[src/rtl/alu_seq_pkg.sv]
// Shared types and defaults for the ALU command sequencer and its ALU.
package alu_seq_pkg;

    localparam int WIDTH_DEF = 16;
    localparam int NREG_DEF  = 4;

    typedef enum logic [2:0] {
        OP_NEG     = 3'd0,
        OP_INC     = 3'd1,
        OP_ADD     = 3'd2,
        OP_ADD_SHR = 3'd3,
        OP_AND     = 3'd4,
        OP_OR      = 3'd5,
        OP_PACK    = 3'd6,
        OP_LOAD    = 3'd7
    } alu_op_t;

    typedef enum logic [1:0] {
        ST_IDLE = 2'd0,
        ST_EXEC = 2'd1,
        ST_WB   = 2'd2
    } seq_state_t;

endpackage

[src/rtl/alu_op_sequencer_alu.sv]
// Combinational 16-bit ALU: seven operations selected by opcode 0..6, carry-out dropped.
module ALU_struct_1
    import alu_seq_pkg::*;
#(
    parameter int WIDTH = WIDTH_DEF
) (
    input  logic [WIDTH-1:0] a,
    input  logic [WIDTH-1:0] b,
    input  logic             cin,
    input  logic [2:0]       opcode,
    output logic [WIDTH-1:0] outW,
    output logic             zero,
    output logic             negative
);

    localparam logic [WIDTH-1:0] ONE = WIDTH'(1);

    logic [WIDTH-1:0] shr_b;
    logic [WIDTH-1:0] cin_w;

    assign shr_b = $unsigned($signed(b) >>> 1);
    assign cin_w = {{(WIDTH-1){1'b0}}, cin};

    always_comb begin
        outW = '0;
        case (opcode)
            3'd0:    outW = ~a + ONE;
            3'd1:    outW = a + ONE;
            3'd2:    outW = a + b + cin_w;
            3'd3:    outW = a + shr_b;
            3'd4:    outW = a & b;
            3'd5:    outW = a | b;
            3'd6:    outW = {a[7:0], b[7:0]};
            default: outW = '0;
        endcase
    end

    assign zero     = (outW == '0);
    assign negative = outW[WIDTH-1];

endmodule

[src/rtl/alu_op_sequencer.sv]
// Accepts one register-to-register command, runs it through the ALU, writes back,
// and offers the result on a second handshake.
//   state   | meaning
//   IDLE    | cmd_ready high, operands latched on accept
//   EXEC    | ALU evaluates latched operands; result and rf[dst] written at exit
//   WB      | res_valid high, result held until res_ready
module alu_op_sequencer
    import alu_seq_pkg::*;
#(
    parameter int WIDTH = WIDTH_DEF,
    parameter int NREG  = NREG_DEF,
    localparam int IDXW = $clog2(NREG)
) (
    input  logic             clk,
    input  logic             rst,
    input  logic             cmd_valid,
    output logic             cmd_ready,
    input  logic [2:0]       cmd_op,
    input  logic [IDXW-1:0]  cmd_dst,
    input  logic [IDXW-1:0]  cmd_srca,
    input  logic [IDXW-1:0]  cmd_srcb,
    input  logic             cmd_cin,
    input  logic [WIDTH-1:0] cmd_imm,
    output logic             res_valid,
    input  logic             res_ready,
    output logic [WIDTH-1:0] res_data,
    output logic             res_zero,
    output logic             res_neg,
    output logic             busy
);

    seq_state_t       state_q, state_d;
    alu_op_t          op_q;
    logic [IDXW-1:0]  dst_q;
    logic             cin_q;
    logic [WIDTH-1:0] a_q, b_q;
    logic [WIDTH-1:0] rf [NREG];
    logic [WIDTH-1:0] res_data_q;
    logic             res_zero_q, res_neg_q;

    logic             accept;
    logic [2:0]       alu_opcode;
    logic [WIDTH-1:0] alu_out;
    logic             alu_zero, alu_neg;
    logic [WIDTH-1:0] result;
    logic             result_zero, result_neg;

    assign accept = cmd_valid && (state_q == ST_IDLE);

    // LOAD never reaches the ALU: it sees opcode 0 and its output is discarded.
    assign alu_opcode = (op_q == OP_LOAD) ? 3'd0 : op_q;

    ALU_struct_1 #(.WIDTH(WIDTH)) u_alu (
        .a        (a_q),
        .b        (b_q),
        .cin      (cin_q),
        .opcode   (alu_opcode),
        .outW     (alu_out),
        .zero     (alu_zero),
        .negative (alu_neg)
    );

    assign result      = (op_q == OP_LOAD) ? b_q : alu_out;
    assign result_zero = (op_q == OP_LOAD) ? (b_q == '0) : alu_zero;
    assign result_neg  = (op_q == OP_LOAD) ? b_q[WIDTH-1] : alu_neg;

    always_comb begin
        state_d = state_q;
        case (state_q)
            ST_IDLE: if (cmd_valid) state_d = ST_EXEC;
            ST_EXEC: state_d = ST_WB;
            ST_WB:   if (res_ready) state_d = ST_IDLE;
            default: state_d = ST_IDLE;
        endcase
    end

    always_ff @(posedge clk) begin
        if (rst) begin
            state_q    <= ST_IDLE;
            op_q       <= OP_NEG;
            dst_q      <= '0;
            cin_q      <= 1'b0;
            a_q        <= '0;
            b_q        <= '0;
            res_data_q <= '0;
            res_zero_q <= 1'b0;
            res_neg_q  <= 1'b0;
            for (int i = 0; i < NREG; i++) rf[i] <= '0;
        end else begin
            state_q <= state_d;
            if (accept) begin
                op_q  <= alu_op_t'(cmd_op);
                dst_q <= cmd_dst;
                cin_q <= cmd_cin;
                a_q   <= rf[cmd_srca];
                b_q   <= (alu_op_t'(cmd_op) == OP_LOAD) ? cmd_imm : rf[cmd_srcb];
            end
            if (state_q == ST_EXEC) begin
                res_data_q <= result;
                res_zero_q <= result_zero;
                res_neg_q  <= result_neg;
                rf[dst_q]  <= result;
            end
        end
    end

    assign cmd_ready = (state_q == ST_IDLE);
    assign busy      = (state_q != ST_IDLE);
    assign res_valid = (state_q == ST_WB);
    assign res_data  = res_data_q;
    assign res_zero  = res_zero_q;
    assign res_neg   = res_neg_q;

endmodule

[config.mk]
export PLATFORM = sky130hd
export DESIGN_NAME = alu_op_sequencer
export DESIGN_NICKNAME = d
export VERILOG_FILES = /design/src/rtl/alu_seq_pkg.sv /design/src/rtl/alu_op_sequencer_alu.sv /design/src/rtl/alu_op_sequencer.sv
export SDC_FILE = /design/constraint.sdc
export NUM_CORES = 1
export LEC_CHECK = 0
export ABC_CLOCK_PERIOD_IN_PS = 4200
export CAP_MARGIN = 10
export CELL_PAD_IN_SITES_DETAIL_PLACEMENT = 1
export CELL_PAD_IN_SITES_GLOBAL_PLACEMENT = 2
export CORE_UTILIZATION = 35
export DETAILED_ROUTE_END_ITERATION = 12
export GPL_TIMING_DRIVEN = 1
export HOLD_SLACK_MARGIN = 0.05
export PLACE_DENSITY_LB_ADDON = 0.1
export SLEW_MARGIN = 40
export SYNTH_ARGS = -nofsm -noshare
export SYNTH_HDL_FRONTEND = slang
export SYNTH_HIERARCHICAL = 1
export SYNTH_SLANG_ARGS = --single-unit
[constraint.sdc]
create_clock -name clk -period 4.2 [get_ports clk]
set_input_delay 0.42 -clock clk [delete_from_list [all_inputs] [get_ports clk]]
set_output_delay 0.42 -clock clk [all_outputs]
set_load 0.02 [all_outputs]
==> results of run 1 <==
-- synth_stat cells, drive strengths merged (4+ instances only) --
library cell,count,area share [%]
nand2,153,6.7
nor2,86,3.8
edfxtp,64,22
inv,61,2.7
dfxtp,58,14
a21oi,53,3.1
ha,48,7.0
o21ai,34,2.0
mux4,32,8.4
clkbuf,26,1.2
a22oi,25,2.3
buf,25,1.8
mux2,18,2.4
xnor2,18,1.8
and2,17,1.2
nand2b,17,1.2
nor3,15,1.1
a21o,14,1.2
nand3,13,0.76
o22ai,11,0.81
mux2i,10,1.2
nor2b,10,0.73
nor4,10,0.98
nand4,9,0.66
o211ai,9,0.79
a211oi,8,0.88
or3,7,0.51
a211o,6,0.62
a2111oi,5,0.75
nor3b,5,0.57
o221ai,5,0.51
or4,5,0.44
nand3b,4,0.35
-- report_power, final --
group	leakage, nW	switching [mW]	internal (mW)
registers	1.14	0.0663	1.32
logic	2.54	0.465	0.338
clock network	0.314	0.598	1.01
total	3.99	1.13	2.67
-- final cells by class --
type / instances / area, µm²
Inverter: 61 / 229.0
Sequential cell: 122 / 3088
Fill cell: 2765 / 13490
Clock buffer: 18 / 429.2
Multi-Input combinational cell: 695 / 5072
Tap cell: 319 / 399.1
Clock inverter: 14 / 209.0
Timing Repair Buffer: 87 / 768.2
-- sequential cells by signal, indices dropped and copies added (netlist names) --
signal    count
rf           64
a_q          16
b_q          16
res_data     16
op_q          3
dst_q         2
state_q       2
cin_q         1
res_neg       1
res_zero      1
-- what timing repair did --
action	in CTS	in global routing
buffers inserted	0	3
endpoints found under the setup margin	0	18
resized for setup	0	12
-- through the flow --
step,setup TNS (ps),cell area (µm²),util (%),power [mW]
finish,0,10190,43.05,3.797
global route,-29.28,10190,43.05,3.946
CTS,0,10120,42.71,3.803
detailed placement,0,9478,40.02,2.198
global placement,0,9475,40.01,2.180
floorplan,0,8578,-,1.887
-- cell families (layout without fill, tap and decap cells) --
family,Yosys count,in the layout,share of synthesized area (%)
xor gates and xnor gates,20,20,2.050
muxes,60,60,11.98
buffers and inverters,112,180,5.668
and+or+nand+nor,364,364,20.37
AOI/OAI and AO/OA,200,200,16.11
adders and majority gates,51,51,7.733
DFF,122,122,36.09
-- metal layers --
| layer | vias up | share of wire, % | track usage (%) |
|---|---|---|---|
| met5 | - | 0 | 0 |
| met4 | 0 | 1.1 | 5.403 |
| met3 | 15 | 3.2 | 3.696 |
| met2 | 117 | 47 | 41.77 |
| met1 | 3664 | 48 | 35.44 |
| li1 | 3484 | - | - |
-- worst register-to-register path: cells and delay by family (launching register included) --
kind	cells	cell delay (ps)
and+or+nand+nor	9	2140
buffers and inverters	1	60
adders and majority gates	2	540
DFF	1	380
AOI/OAI and AO/OA	5	800
-- worst max path at each step --
| stage | start | end | slack, ps | depth (start not counted) |
|---|---|---|---|---|
| floorplan | op_q[2] | res_zero | 10 | 21 |
| global placement | op_q[1] | rf[3][15] | 190 | 16 |
| detailed placement | op_q[2] | res_zero | 40 | 17 |
| CTS | op_q[2] | res_zero | 9 | 17 |
| global route | op_q[0] | res_zero | -30 | 19 |
| finish | op_q[2] | res_zero | 200 | 17 |
==> results.sh, run 1 <==
export IMPL_nets=1065
export IMPL_cp_slowest_cell="or4_1"
export IMPL_antenna_found_initial=0
export IMPL_dr_pass1_iters=5
export IMPL_ioPinCount=51
export IMPL_worstPathRequired_ps=4530
export IMPL_h_tree_depth=4
export IMPL_initial_utilization_pct=36.07
export IMPL_clkSlewWorstSetupHoldPaths_ps=70
export IMPL_gp_congestion=0.8837
export IMPL_cts_tree="yes"
export IMPL_globalRouteTotalUtil_pct=25.47
export IMPL_chipWidth_um=158.2
export IMPL_critPathMaxStageDelay_ps=500
export IMPL_slew_headroom_pct=46.57
export IMPL_drive_above_1_share_pct=15.55
export IMPL_clk_path_buf_depth=2
export IMPL_min_from="res_data[1]"
export IMPL_max_freq_mhz=250.0
export IMPL_hold_path_depth=2
export IMPL_area_growth_pct=19.33
export IMPL_r2r_slack_ps=200
export IMPL_layout_cells_most_common="nand2_1"
export IMPL_min_delay_worst_endpoint="res_data[1]"
export IMPL_cellLeakagePower_nw=3.988
export IMPL_crit_top_cell="or4_1"
export IMPL_status="completed"
export IMPL_critPathTopFamily="simple AND/OR/NAND/NOR gates"
export IMPL_whs_ps=447.0
export IMPL_dp_cells=1281
export IMPL_grt_max_degree=42
export IMPL_core_area_um2=23680
export IMPL_fp_dieH_um=158.2
export IMPL_drc_errors=0
export IMPL_ys_warn_count=6
export IMPL_worstSetupPathType="flip-flop to flip-flop"
export IMPL_hold_class="flip-flop to flip-flop"
export IMPL_clk_latency_ps=430
export IMPL_port_buffers=50
export IMPL_grt_pass1_wl_um=46930
export IMPL_synth_edff_count=64
export IMPL_vias=7280
export IMPL_synth_main_ff_cell="edfxtp_1"
export IMPL_routedWlPerCell_um=22.84
export IMPL_via_per_inst=5.532
export IMPL_fin_ws_ps=200.1
export IMPL_cp_cell_sequence="nand3_2, and2_1, and3b_2, nand2_1, ha_4, inv_1, fa_2, nor2b_4, o2111ai_4, a21o_1, a211oi_2, nand3_1, or4_1, or4_1, nor4_2, a32oi_1, o31ai_1"
export IMPL_cap_violations=0
export IMPL_ant_nets=0
export IMPL_drt_iter0_drc=424
export IMPL_worst_clock_skew_ps=16.49
export IMPL_critPathBufInv=1
export IMPL_crit_fanout=8
export IMPL_wl_um=30060
export IMPL_postSynth_asyncResetShare_pct=0
export IMPL_arrival_ps=4330
export IMPL_p_per_area_nw_per_um2=372.4
export IMPL_synthCells=929
export IMPL_r2r_end="res_zero"
export IMPL_final_cells=1316
export IMPL_yosys_cell_types_count=80
export IMPL_overflow=0
export IMPL_ff2ff_path_depth=17
export IMPL_endpoint_kind="flip-flop"
export IMPL_dp_hpwl_um=22760
export IMPL_place_ws_ps=41.96
export IMPL_setup_viol=0
export IMPL_dieArea_um2=25040
export IMPL_cts_buffers=17
export IMPL_final_max_slew_violation_count=0
export IMPL_tightestPinTransition_ps=800.6
export IMPL_ys_ff_latch=122
export IMPL_start_kind="flip-flop"
export IMPL_hold_viol=0
export IMPL_cts_sinks=122
export IMPL_final_cell_mix="nand2_1, nor2_1, edfxtp_1"
export IMPL_grt_pass1_vias=7637
export IMPL_clockRootBuffer="clkbuf_16"
export IMPL_diodes=0
export IMPL_cts_hold_fix_buffers=0
export IMPL_syn_num_nets=1010
export IMPL_r2r_start="op_q[2]"
export IMPL_syn_area_per_cell_um2=9.196
export IMPL_syn_area_um2=8543
export IMPL_synth_seq_area_share_pct=36.09
export IMPL_placementRows=56
export IMPL_period_share_pct=95.24
export IMPL_finalCriticalPeriod_ps=4000
export IMPL_vdd_ir_drop_max_mv=0.3198
Note: power is estimated with default switching activity, not from simulation.
==> run 2, diff against run 1 <==
Settings changed: ABC_CLOCK_PERIOD_IN_PS 4200 to 4500, CORE_UTILIZATION 35 to 39, MAX_ROUTING_LAYER from default to met4, TNS_END_PERCENT from default to 50.
Clock period 4.2 ns to 4.5 ns, I/O delays scaled along.
==> results.sh, run 2 (synthesis results as in run 1) <==
export IMPL_wl_um=30170
export IMPL_via_per_inst=5.930
export IMPL_drive_above_1_share_pct=13.73
export IMPL_post_cts_resized=0
export IMPL_gp_congestion=0.8947
export IMPL_fin_ws_ps=338.0
export IMPL_diodes=0
export IMPL_setup_viol=0
export IMPL_antenna_found_initial=0
export IMPL_cts_buffers=17
export IMPL_grt_util_met1_pct=37.89
export IMPL_start_kind="flip-flop"
export IMPL_grt_busiest_layer="met2"
export IMPL_cap_violations=0
export IMPL_drt_iter0_drc=462
export IMPL_slew_headroom_pct=44.23
export IMPL_worstSetupPathType="flip-flop to flip-flop"
export IMPL_dr_pass1_iters=5
export IMPL_port_buffers=50
export IMPL_area_growth_pct=16.37
export IMPL_clk_latency_ps=420
export IMPL_p_per_area_nw_per_um2=347.9
export IMPL_worst_clock_skew_ps=15.36
export IMPL_tns_ps=0
export IMPL_grt_max_degree=42
export IMPL_max_freq_mhz=240.3
export IMPL_period_share_pct=92.49
export IMPL_nets=1051
export IMPL_chipWidth_um=150.0
export IMPL_final_cell_mix="nand2_1, nor2_1, edfxtp_1"
export IMPL_core_area_um2=21220
export IMPL_endpoint_kind="flip-flop"
export IMPL_dieArea_um2=22500
export IMPL_finalCriticalPeriod_ps=4162
export IMPL_clkSlewWorstSetupHoldPaths_ps=60
export IMPL_overflow=0
export IMPL_dp_hpwl_um=22650
export IMPL_drc_errors=0
export IMPL_cts_hold_fix_buffers=0
export IMPL_place_ws_ps=201.3
export IMPL_fin_area_um2=9942
export IMPL_crit_fanout=11
export IMPL_tightestPinTransition_ps=835.6
export IMPL_initial_utilization_pct=40.26
export IMPL_vias=7460
export IMPL_h_tree_depth=4
export IMPL_hold_class="flip-flop to flip-flop"
export IMPL_grt_pass1_vias=7898
export IMPL_globalRouteTotalUtil_pct=28.82
export IMPL_use_met2_pct=46.94
export IMPL_status="completed"
export IMPL_fp_dieH_um=150.0
export IMPL_cts_tree="yes"
export IMPL_placementRows=53
export IMPL_clk_path_buf_depth=2
export IMPL_grt_util_met3_pct=2.561
export IMPL_ant_nets=0
export IMPL_whs_ps=448.0
export IMPL_placed_area_um2=9306
export IMPL_cts_sinks=122
export IMPL_clockRootBuffer="clkbuf_16"
export IMPL_hold_viol=0
export IMPL_largest_register_ffs=64
export IMPL_grt_pass1_wl_um=47010
export IMPL_rsz0062_at_grt="no"
export IMPL_vdd_ir_drop_max_mv=0.2438
export IMPL_ioPinCount=51
export IMPL_largest_register="rf"
export IMPL_layout_cells_most_common="nand2_1"
export IMPL_routedWlPerCell_um=23.98
export IMPL_cts_setup_buffers=0
export IMPL_p_total_mw=3.459
export IMPL_arrival_ps=4480
export IMPL_cellLeakagePower_nw=3.892
export IMPL_final_max_slew_violation_count=0
export IMPL_worstPathRequired_ps=4810
-- run 2: area by class of cell --
class                      count  area, µm²
clock buffer                  18      429.2
clock inverter                14      182.7
fill                        2455      11280
inverter                      61      229.0
multi-input combinational    695       5019
sequential                   122       3085
tap                          275      344.1
timing repair buffer          73      653.1
-- run 2: worst max-delay path, cell delays in order (launching register included) --
cell	delay [ps]
dfxtp_2	360
nand3_1	120
and2_1	190
and3b_1	230
buf_4	190
and2_1	160
ha_1	370
a21oi_1	350
nor2_1	80
a31oi_1	210
o221ai_1	150
a211o_1	320
or3b_1	380
or4_1	490
nor4_2	220
a32oi_1	130
o31ai_1	90
-- run 2: stage by stage --
step           instances  util (%)
2_1_floorplan        929         -
6_report            1258     46.85
5_1_grt             1258     46.85
3_5_place_dp        1226     43.86
4_1_cts             1258     46.74
3_3_place_gp        1226     43.89
-- run 2: layer usage --
| metal | wire (µm) | vias up |
|---|---|---|
| li1 | - | 3439 |
| met1 | 14100 | 3804 |
| met2 | 14630 | 181 |
| met3 | 886 | 36 |
| met4 | 557 | 0 |
| met5 | 0 | - |
-- run 2: report_power, final --
group	internal [mW]	total, mW	switching (mW)
sequential	1.23	1.30	0.0644
combinational	0.292	0.724	0.431
clock	0.885	1.44	0.554
total	2.41	3.46	1.05
-- run 2: final timing paths --
path,from,endpoint,slack [ps],depth (start not counted)
setup reg to reg,op_q[1],res_zero,340,16
hold reg to reg,res_data[6],res_data[6],450,2
hold / removal,res_data[6],res_data[6],450,2
setup / recovery,op_q[1],res_zero,340,16
==> run 3, diff against run 2 <==
Settings changed: CORE_ASPECT_RATIO from default to 0.5.
==> results.sh, run 3 (synthesis results as in run 1) <==
export IMPL_hold_viol=0
export IMPL_gp_congestion=0.9177
export IMPL_finalCriticalPeriod_ps=4244
export IMPL_wl_met1_um=15410
export IMPL_tightestPinTransition_ps=853.9
export IMPL_overflow=0
export IMPL_max_freq_mhz=235.6
export IMPL_drc_errors=0
export IMPL_crit_fanout=8
export IMPL_h_tree_depth=4
export IMPL_ant_nets=0
export IMPL_vias=7545
export IMPL_dr_max_layer_used="met4"
export IMPL_cap_violations=0
export IMPL_period_share_pct=94.32
export IMPL_chipWidth_um=211.3
export IMPL_cellLeakagePower_nw=3.895
export IMPL_hold_class="flip-flop to flip-flop"
export IMPL_clkPwrFrac_pct=39.5
export IMPL_p_comb_share_pct=22.0
export IMPL_clk_path_buf_depth=2
export IMPL_grt_max_degree=42
export IMPL_r2r_slack_ps=260
export IMPL_placementRows=37
export IMPL_fin_ws_ps=255.7
export IMPL_slew_headroom_pct=42.69
export IMPL_cts_tree="yes"
export IMPL_grt_pass1_wl_um=46770
export IMPL_largest_register_ffs=64
export IMPL_area_growth_pct=16.70
export IMPL_status="completed"
export IMPL_wl_met3_um=2003
export IMPL_worst_clock_skew_ps=11.04
export IMPL_drive_above_1_share_pct=13.58
export IMPL_place_ws_ps=252.2
export IMPL_whs_ps=446.1
export IMPL_power_frac_seq_pct=38.4
export IMPL_worstPathRequired_ps=4830
export IMPL_setup_viol=0
export IMPL_cts_sinks=122
export IMPL_start_kind="flip-flop"
export IMPL_dieArea_um2=22540
export IMPL_drt_iter0_drc=664
export IMPL_final_cell_mix="nand2_1, nor2_1, edfxtp_1"
export IMPL_grt_pass1_vias=7454
export IMPL_fillerInstances=2431
export IMPL_initial_utilization_pct=40.65
export IMPL_largest_register="rf"
export IMPL_worstSetupPathType="flip-flop to flip-flop"
export IMPL_startpoint="op_q[1]"
export IMPL_final_max_slew_violation_count=0
export IMPL_globalRouteTotalUtil_pct=28.95
export IMPL_dr_pass1_iters=5
export IMPL_arrival_ps=4570
export IMPL_clockRootBuffer="clkbuf_16"
export IMPL_tns_ps=0
export IMPL_antenna_found_initial=1
export IMPL_core_area_um2=21020
export IMPL_wl_um=30560
export IMPL_p_int_mw=2.358
export IMPL_r2r_start="op_q[1]"
export IMPL_vdd_ir_drop_max_mv=0.3535
export IMPL_layout_cells_most_common="nand2_1"
export IMPL_nets=1055
export IMPL_via_per_inst=5.895
export IMPL_clk_latency_ps=420
export IMPL_routedWlPerCell_um=23.88
export IMPL_port_buffers=50
export IMPL_cts_setup_buffers=0
export IMPL_endpoint_kind="flip-flop"
export IMPL_sw_frac_of_total_pct=30.52
export IMPL_dp_hpwl_um=22990
export IMPL_switchingPower_mw=1.035
export IMPL_fp_dieH_um=106.7
export IMPL_clkSlewWorstSetupHoldPaths_ps=60
export IMPL_met2_length_um=12870
export IMPL_cts_hold_fix_buffers=0
export IMPL_min_from="res_data[5]"
export IMPL_rsz0062_at_grt="no"
export IMPL_ioPinCount=51
export IMPL_p_per_area_nw_per_um2=340.3
export IMPL_cts_buffers=17
run 3: per-layer routing:
metal	up-vias	global-route usage, %
met2	219	40.72
li1	3461	-
met5	-	-
met1	3841	42.73
met3	24	5.595
met4	0	6.211
run 3: cell type report:
cell class | instances | area (µm²) | share of cell area (%)
flip-flops and latches | 122 | 3083 | 30.92
clock buffers | 18 | 439.2 | 4.405
diodes | 1 | 2.502 | 0.02510
clock inverters | 14 | 145.1 | 1.456
multi-input cells | 695 | 5012 | 50.28
well taps | 292 | 365.4 | 3.665
inverters | 61 | 229.0 | 2.297
repair buffers | 77 | 693.2 | 6.953
run 3: worst paths after layout:
path	endpoint	cells past startpoint
worst min register to register	res_data[5]	2
worst max register to register	res_zero	15
worst min-delay path	res_data[5]	2
worst max-delay path	res_zero	15
run 3: metrics by stage:
step | total power [mW] | util (%) | std cells | area, µm²
2_1_floorplan | 1.760 | - | 929 | 8543
3_3_place_gp | 2.038 | 44.56 | 1247 | 9365
3_5_place_dp | 2.050 | 44.55 | 1247 | 9363
4_1_cts | 3.393 | 47.33 | 1279 | 9947
5_1_grt | 3.507 | 47.43 | 1280 | 9970
6_report | 3.393 | 47.43 | 1280 | 9970
run 3: power groups by stage:
stage | registers (mW) | clock network, mW | logic [mW]
CTS | 1.30 | 1.36 | 0.729
detailed placement | 1.32 | 0 | 0.726
global route | 1.31 | 1.40 | 0.798
floorplan | 1.31 | 0 | 0.452
finish | 1.30 | 1.34 | 0.747
global placement | 1.32 | 0 | 0.720
run 3: repair_timing:
action	4_1_cts	5_1_grt
endpoints found under the setup margin	0	10
gates resized for setup	0	5
hold endpoints to repair	0	0
run 3: worst max-delay path, stage by stage, from the launching register on:
cell and delay [ps]:
dfxtp_1 400, nand3_1 130, and2_1 180, and3b_1 260, and2_1 190, ha_1 390
a21o_1 250, a2111oi_4 420, a2111oi_1 150, a211oi_2 240, nand3_1 140, or4_1 520
or4_1 450, nor4_2 230, a32oi_1 130, o31ai_1 80
==> edit: new RTL, settings of run 2 <==
The 3 states of `seq_state_t` get a one-hot encoding in 3 bits.
--- a/src/rtl/alu_seq_pkg.sv
+++ b/src/rtl/alu_seq_pkg.sv
@@ -16,8 +16,8 @@
     } alu_op_t;
 
-    typedef enum logic [1:0] {
-        ST_IDLE = 2'd0,
-        ST_EXEC = 2'd1,
-        ST_WB   = 2'd2
+    typedef enum logic [2:0] {
+        ST_IDLE = 3'b001,
+        ST_EXEC = 3'b010,
+        ST_WB   = 3'b100
     } seq_state_t;
 
Function: no difference found for any inputs over 4 cycles, from zero or initial values and one cycle with rst high; so few cycles prove little.
==> edit against run 2 <==
Hold slack got worse by 0.0026 ns. Non-clock buffer count decreased by 2. Die area decreased by 2.2%. Sequential share of layout area increased by 0.78 points. Power decreased by 3.7%. Final area decreased by 1.9%. First-iteration DRC count decreased by 21%. Sequential cell count increased by 1. Worst setup slack improved by 0.021 ns. Core utilization decreased by 0.46 points. Routed wire length decreased by 4.7%. Synthesized area decreased by 2.2%. Largest cell class unchanged. Highest routed layer unchanged.
==> edit: results (changes against run 2) <==
non-clock inverter total of the final layout=57 (-6.6%); Final clock-cell share=6.11% (-0.047 points); worst supply voltage drop on vdd=0.000294 V (+21%); final RePlAce weighted congestion=0.923 (+3.2%); total power divided by cell area=342 nW/µm² (-1.8%); kind of launch point of the worst setup path=flop; vias in the first global route=7497 (-5.1%); start of the worst register-to-register path=op_q[0]; filler-free cell count of the finished design=1212 (-3.7%); first-pass iteration count of the detailed router=5 (unchanged); Post-Synth Adder-Cell Area=7.91% (+0.18 points); # fillers=2321 (-5.5%); post-synthesis average cell area=9.49 µm² (+3.2%); crit path to=res_zero; layout cell share with drive strength beyond 1=14.9% (+1.2 points); length in cells of the worst reg-to-reg path=17 (+1); top cells by count, synth=nand2_1 (105), nor2_1 (75), edfxtp_1 (64), dfxtp_1 (59), inv_1 (57); mux cell area share after synthesis=11.3% (-0.71 points); final layout net count=1005 (-4.4%); slew margin rel.=48.0% (+3.7 points); Worst R2R Setup Slack=0.36 ns (+0.02 ns); pin count of the biggest net entering global routing=34 (-19%); final worst clock skew=0.0111 ns (-0.00422 ns); worst setup timing slack at the placement stage=0.369 ns (+0.168 ns); run status=complete, no violations; part of the power in the clock network=41.3% (-0.3 points); share of synthesized area occupied by flip-flops and latches=37.2% (+1.1 points); Max Fanout on Critical Path=18 (+7); iteration-0 DRC count of the detailed router=364 (-21%); number of unique standard cell types used by synthesis=71 (-11%); FF+latch area=3100 µm² (+0.57%); share of the synthesized area in compound gates (AO/OA/AOI/OAI)=15.8% (-0.32 points); multi-input combinational gate total=654 (-5.9%); switching fraction of total power=32.5% (+2.1 points); critical path's largest stage delay=0.58 ns (+0.09 ns); global-route usage over all layers=28.2% (-0.59 points); DPL Wire Length=21800 µm (-3.7%); instance area at placement=9140 µm² (-1.8%); share of the final layout cell area in sequential cells=31.8% (+0.78 points); post-DR wirelength/cell=23.7 µm (-1.1%); first-pass GRT wire length=44700 µm (-4.8%); crit path DAT=4.51 ns (+0.03 ns); total of clock buffers placed in the layout=17 (-1); number of sinks on the clock net=123 (+0.82%); leakage component of the power=0.00388 µW (-0.40%); area of combinational cells with multiple inputs=4860 µm² (-3.2%); Peak Freq=241 MHz (+0.50%); post-cts resize count=0 (unchanged); share of the synthesized netlist area taken by xor and xnor gates=2.83% (+0.78 points)
[edit: changes by cell type in the layout (fill, tap and decap cells not counted), moves of 12 or more]
| cell | change |
|---|---|
| or2_2 | +16 |
| nor2_2 | +12 |
| mux2_2 | -17 |
| a22oi_1 | -22 |
| mux2i_1 | +12 |
| a221o_1 | +18 |
| nand2_1 | -49 |
[edit: worst min-delay path by stage]
stage / start / endpoint / slack [ns] / cells after the start
6_report: res_data[12] / res_data[12] / 0.45 / 2
5_1_grt: res_data[3] / res_data[3] / 0.47 / 2
4_1_cts: res_data[12] / res_data[12] / 0.45 / 2
3_5_place_dp: res_data[12] / res_data[12] / 0.44 / 2
3_3_place_gp: res_data[7] / res_data[7] / 0.43 / 2
2_1_floorplan: cin_q / cin_q / 0.45 / 2
[edit: layer usage]
metal  vias to the layer above  wire length (µm)  global-route usage (%)
met5                         -                 0                       -
li1                       3298                 -                       -
met2                       187             13500                    44.4
met4                         0               518                    7.53
met1                      3557             13500                    37.9
met3                        34              1200                    4.23
